**config.mk**
```make
export PLATFORM = sky130hd
export DESIGN_NAME = bit_serializer
export DESIGN_NICKNAME = d
export VERILOG_FILES = /design/src/rtl/bit_serializer.sv
export SDC_FILE = /design/constraint.sdc
export NUM_CORES = 1
export LEC_CHECK = 0
export CORE_UTILIZATION = 25
export DETAILED_ROUTE_END_ITERATION = 12
export HOLD_SLACK_MARGIN = 0.12
export SLEW_MARGIN = 0
export SYNTH_ARGS = -nofsm -noshare
export SYNTH_HDL_FRONTEND = slang
export SYNTH_SLANG_ARGS = --single-unit
```
**constraint.sdc**
```tcl
create_clock -name clk -period 2.05 [get_ports clk]
set_clock_uncertainty 0.1 [all_clocks]
set_input_delay 0.41 -clock clk [delete_from_list [all_inputs] [get_ports clk]]
set_output_delay 0.41 -clock clk [all_outputs]
set_load 0.1 [all_outputs]
```
**src/rtl/bit_serializer.sv**
```systemverilog
// bit_serializer: parallel-to-serial bit source feeding a single-bit d_in
// of a downstream Mealy sequence detector.
//
// A WIDTH-bit word is accepted through a valid/ready handshake and shifted
// out one bit per clock on a registered d_out.
//
// Handshake: a word is accepted on a rising edge where load_valid and
// load_ready are both high. load_data is captured on that edge. load_valid
// seen while load_ready is low has no effect, so upstream must hold the word
// until it is accepted. load_ready is high in IDLE and on the last bit of a
// word, which lets back-to-back words stream with no gap.
//
// Optional feature: define SER_PARITY_EN to append one even-parity bit
// (XOR of all data bits) after the data bits of every word.
//
// The FSM state is visible through busy (high exactly in SHIFT).

module bit_serializer #(
  parameter int   WIDTH      = 8,
  parameter bit   MSB_FIRST  = 1'b1,
  parameter logic IDLE_LEVEL = 1'b0
) (
  input  logic             clk,
  input  logic             n_reset,
  input  logic [WIDTH-1:0] load_data,
  input  logic             load_valid,
  output logic             load_ready,
  output logic             d_out,
  output logic             d_out_valid,
  output logic             busy,
  output logic             word_done
);

`ifdef SER_PARITY_EN
  localparam int NBITS = WIDTH + 1;
`else
  localparam int NBITS = WIDTH;
`endif
  localparam int CW = $clog2(NBITS);
  localparam logic [CW-1:0] LAST   = CW'(NBITS - 1);
  localparam logic [CW-1:0] PENULT = CW'(NBITS - 2);

  typedef enum logic {
    IDLE  = 1'b0,
    SHIFT = 1'b1
  } state_t;

  state_t           state;
  state_t           state_next;
  logic [NBITS-1:0] shreg;
  logic [NBITS-1:0] frame;
  logic [WIDTH-1:0] data_ord;
  logic [CW-1:0]    count;
  logic             last;
  logic             accept;

  // Reorder the incoming word so the first bit to send sits at the top.
  always_comb begin
    data_ord = '0;
    for (int i = 0; i < WIDTH; i++) begin
      if (MSB_FIRST) data_ord[i] = load_data[i];
      else           data_ord[i] = load_data[WIDTH-1-i];
    end
  end

  // Build the outgoing frame; bit NBITS-1 goes out first.
  always_comb begin
`ifdef SER_PARITY_EN
    frame = {data_ord, ^load_data};
`else
    frame = data_ord;
`endif
  end

  assign last   = (state == SHIFT) && (count == LAST);
  assign accept = load_valid && load_ready;

  // State register.
  always_ff @(posedge clk) begin
    if (!n_reset) state <= IDLE;
    else          state <= state_next;
  end

  // Next-state logic: leave SHIFT only on the last bit with no new word.
  always_comb begin
    state_next = state;
    case (state)
      IDLE:    state_next = accept ? SHIFT : IDLE;
      SHIFT:   if (last) state_next = accept ? SHIFT : IDLE;
      default: state_next = IDLE;
    endcase
  end

  // FSM outputs: ready in IDLE or on the last bit, busy while shifting.
  always_comb begin
    load_ready = (state == IDLE) || last;
    busy       = (state == SHIFT);
  end

  // Datapath: shift register, bit counter and registered serial outputs.
  always_ff @(posedge clk) begin
    if (!n_reset) begin
      shreg       <= '0;
      count       <= '0;
      d_out       <= IDLE_LEVEL;
      d_out_valid <= 1'b0;
      word_done   <= 1'b0;
    end else if (accept) begin
      // First bit goes straight to d_out; the rest wait in the shifter.
      shreg       <= {frame[NBITS-2:0], 1'b0};
      count       <= '0;
      d_out       <= frame[NBITS-1];
      d_out_valid <= 1'b1;
      word_done   <= 1'b0;
    end else if ((state == SHIFT) && !last) begin
      shreg       <= {shreg[NBITS-2:0], 1'b0};
      count       <= count + 1'b1;
      d_out       <= shreg[NBITS-1];
      d_out_valid <= 1'b1;
      word_done   <= (count == PENULT);
    end else begin
      count       <= '0;
      d_out       <= IDLE_LEVEL;
      d_out_valid <= 1'b0;
      word_done   <= 1'b0;
    end
  end

endmodule

```
**Yosys cells after proc, flatten, opt, wreduce, memory -nomap -nowiden**

Index checks and enable logic that the tools add are counted.

- Word-level logic and storage cells: 28
- Register bits after elaboration: 14
- Input port bits: 11
- Output and inout bits: 5

- Reduce and logical (&&, ||, !) cells: 7
- Bitwise gates (word level): 3
- Eq/ne operators: 2
- Add/sub/neg operators: 1
- Multiplexer cells: 9

Operator list:

| operator | count |
|---|---|
| 8-bit 2-to-1 mux | 2 |
| 3-bit equality test (second input constant) | 2 |
| 1-bit 2-to-1 mux | 6 |
| 3-bit by 1-bit adder with 3-bit output (second input constant) | 1 |
| 1-bit logical AND | 3 |
| 1-bit inverter | 3 |
| 3-bit OR reduction | 1 |
| 1-bit case mux with 2 select lines | 1 |
| 2-bit nonzero test | 1 |
| 1-bit logical NOT | 1 |
| 1-bit logical OR | 1 |

**Longest topological paths before layout**

- Depth in word-level cells: 7
- Depth in mapped cells: 7
- Gate-level depth less buffers: 6

**Worst setup path before layout**

No wires, ideal clock.

- Path kind: register to output
- From: register state (netlist: busy)
- To: output port load_ready
- Buffers on the path: 1
- Data arrival time: 1.536 ns
- Required time: 1.540 ns
- Cell stages (with the launch flop): 4
- Setup slack: 0.004 ns
- Cell sequence: dfxtp_1 -> nor2b_4 -> inv_4 -> buf_6

- Longest elaborated chain between the ends: 2
- Elaborated cells between the ends (all ways): 3
- Classes of those cells: bitwise (1); reduce/logical (2)

Ends and longest elaborated chain:

| what | line | text |
|---|---|---|
| from (decl) | 48 | `state_t state;` |
| from (signal assigned) | 81 | `else state <= state_next;` |
| 1-bit logical AND or 1-bit inverter (tied branches) | 75, 96 |  |
| 1-bit logical OR (*) | 96 | `load_ready = (state == IDLE) \|\| last;` |
| to (decl) | 27 | `output logic load_ready,` |

Mark *: on every way between the ends. The rest lies on a longest branch, timed or not.

**Final worst setup path**

- From: register count[0]
- To: output port load_ready

- Longest elaborated chain between the ends: 3

Ends and longest elaborated chain:

| what | line | text |
|---|---|---|
| from (decl) | 53 | `logic [CW-1:0] count;` |
| from (signal assigned) | 117 | `count <= count + 1'b1;` |
| 3-bit equality test | 75 | `assign last = (state == SHIFT) && (count == LAST);` |
| 1-bit logical AND | 75 |  |
| 1-bit logical OR | 96 |  |

Every way passes these cells.

==> flow_metrics.tcl <==
set metrics [dict create \
    status "finished, final reports clean" \
    startpoint_type "register" \
    crit_type "register to output pin" \
    worstSkewPairLatency_ns 0.27 \
    max_freq_mhz 513 \
    ir_drop_v 0.000358 \
    pre_cts_ws_ns 0.276 \
    timing.reg2reg.setup_slack_ns 0.48 \
    syn_nets 69 \
    cts_buffer_depth 2 \
    htreeDepth 1 \
    ys_ff_latch 14 \
    yosysSeqAreaShare_pct 49.0 \
    grtUsageTotal_pct 8.62 \
    place_hpwl_um 685 \
    yosys_warnings 0 \
    grt_max_degree 16 \
    period_share_pct 95.1 \
    ff2ff_path_depth 7 \
    cts_root_buffer "clkbuf_4" \
    worst_pin_slew_ns 0.492 \
    wl_per_cell_um 9.16 \
    hold_violations 0 \
    start_util_pct 27.7 \
    nNetsFinal 89 \
    slew_headroom_pct 67.1 \
    grt_overflow 0 \
    antenna_found_initial 0 \
    synth_ff_type "dfxtp_1" \
    drc_errors 0 \
    grt_pass1_wl_um 1520 \
    vias 425 \
    syn_avg_cell_area_um2 10.4 \
    crit_fanout 5 \
    layout_setup_ws_ns 0.101 \
    cts_buffers 3 \
    grt_pass1_vias 380 \
    dp.cells 94 \
    async_flop_share_pct 0 \
    die_w_um 49.8 \
    diodes 0 \
    finalMaxSlewViolations 0 \
    fin_util_pct 38.5 \
    synth_edf_count 0 \
    regToRegStartpoint "count[0]" \
    ant_nets 0 \
    first_pass_iters 2 \
    drive_above_1_share_pct 25.7 \
    cts_num_sinks 14 \
    final_area_um2 795 \
    syn_inst 55 \
    layout_min_cycle_time_ns 1.95 \
    area_growth_pct 38.9 \
    cts_tree "built" \
    finalSetupTns_ns 0 \
    hp-class "register to register" \
    vias_per_cell 4.21 \
    place.gp.congestion 0.673 \
    dieArea_um2 2480 \
    setup_viol 0 \
    syn-cell-area_um2 572 \
    core_area_um2 2060 \
    endpoint "load_ready" \
    stdcell_count 101 \
    crit_path_start "count[0]" \
    portBuffers 15 \
    rsz0062_at_grt "false" \
    die_h_um 49.8 \
    powerDensity_nw_per_um2 766 \
    maxCapViolations 0 \
    rows 16 \
    p_leak_nw 0.347 \
    fill_cells 215 \
    critical_path_required_ns 1.54 \
    path_clk_slew_ns 0.08 \
    worstSetupEndpointType "output pin" \
    drt_iter0_drc 3 \
    placed_area_um2 732 \
    timing.rr.end "shreg[4]" \
    synth_cell_types 19 \
    drt_wl_total_um 925 \
    cp.arrival_ns 1.44 \
    ioPinCount 16 \
]
-- state kept, by name, summed over array words and instances (netlist names) --
signal	count
busy	1
d_out_valid	1
word_done	1
count	3
d_out	1
shreg	7
-- cells by family (layout without fill, tap and decap cells) --
logic type,count (synthesis),after routing,share of synthesized area (%)
and+or+nand+nor,11,11,9.84
AOI/OAI and AO/OA,15,15,16.4
buffers and inverters,5,24,5.91
muxes,7,7,12.3
adders and majority gates,3,3,6.57
DFF,14,14,49.0
-- synth_stat cells, types with 2 or more instances --
library cell,instances,area share (%)
a21oi_1,5,4.4
dfxtp_1,14,49
ha_1,3,6.6
mux2i_1,7,12
nand2_1,4,2.6
nor2_1,4,2.6
o21a_1,2,2.6
o21ai_0,4,3.5
o21ai_2,2,3.1
-- cells in the final DEF (no fill, tap or decap), types with 2 or more instances in the layout --
master / instances
a21oi_1: 5
clkbuf_4: 3
o21a_1: 2
dfxtp_1: 13
ha_1: 3
mux2i_1: 7
o21ai_0: 4
nor2_1: 4
nand2_1: 4
o21ai_2: 2
clkdlybuf4s50_1: 10
buf_4: 7
-- power breakdown --
group / total (mW) / internal [mW] / switching, mW
sequential: 0.297 / 0.289 / 0.00810
combinational: 0.122 / 0.0513 / 0.0707
clock: 0.190 / 0.108 / 0.0822
-- per-stage QoR --
| stage | total power [mW] | hold slack [ns] |
|---|---|---|
| finish | 0.609 | 0.317 |
| global placement | 0.419 | 0.330 |
| detailed placement | 0.420 | 0.336 |
| global route | 0.641 | 0.352 |
| CTS | 0.612 | 0.346 |
| floorplan | 0.385 | 0.317 |
-- worst min-delay path by stage --
stage,start,end,slack [ns],cells after the start
global route,count[0],count[0],0.35,1
floorplan,count[0],count[0],0.32,1
CTS,count[2],word_done,0.35,2
finish,count[0],count[0],0.32,1
detailed placement,count[2],word_done,0.34,2
global placement,count[0],count[0],0.33,1
-- routing by layer --
layer / GRT usage [%] / share of wire, % / wire length [um] / vias to the layer above
li1: - / - / - / 225
met1: 9.91 / 47 / 432 / 182
met2: 12.8 / 44 / 406 / 16
met3: 4.63 / 7.7 / 71 / 2
met4: 4.29 / 1.5 / 14 / 0
met5: 0 / 0 / 0 / -
-- final cells by class --
type                       count  area (um^2)  share of cell area (%)
inverter                       2         12.5                    1.57
timing repair buffer          18          173                    21.7
sequential                    14          282                    35.4
clock buffer                   4         36.3                    4.57
multi-input combinational     36          258                    32.4
tap                           27         33.8                    4.25
-- critical path: stages, from the launching register on --
cell and delay, ns:
dfxtp_2 0.33, ha_1 0.19, ha_1 0.20, nor2b_4 0.18, clkinv_4 0.10, buf_12 0.17
-- repair_timing --
item | 4_1_cts | 5_1_grt
resized for setup | 0 | 3
hold buffers | 0 | 0
buffers inserted | 0 | 3
setup endpoints to repair | 0 | 1
Note: power is estimated with default switching activity, not from simulation.
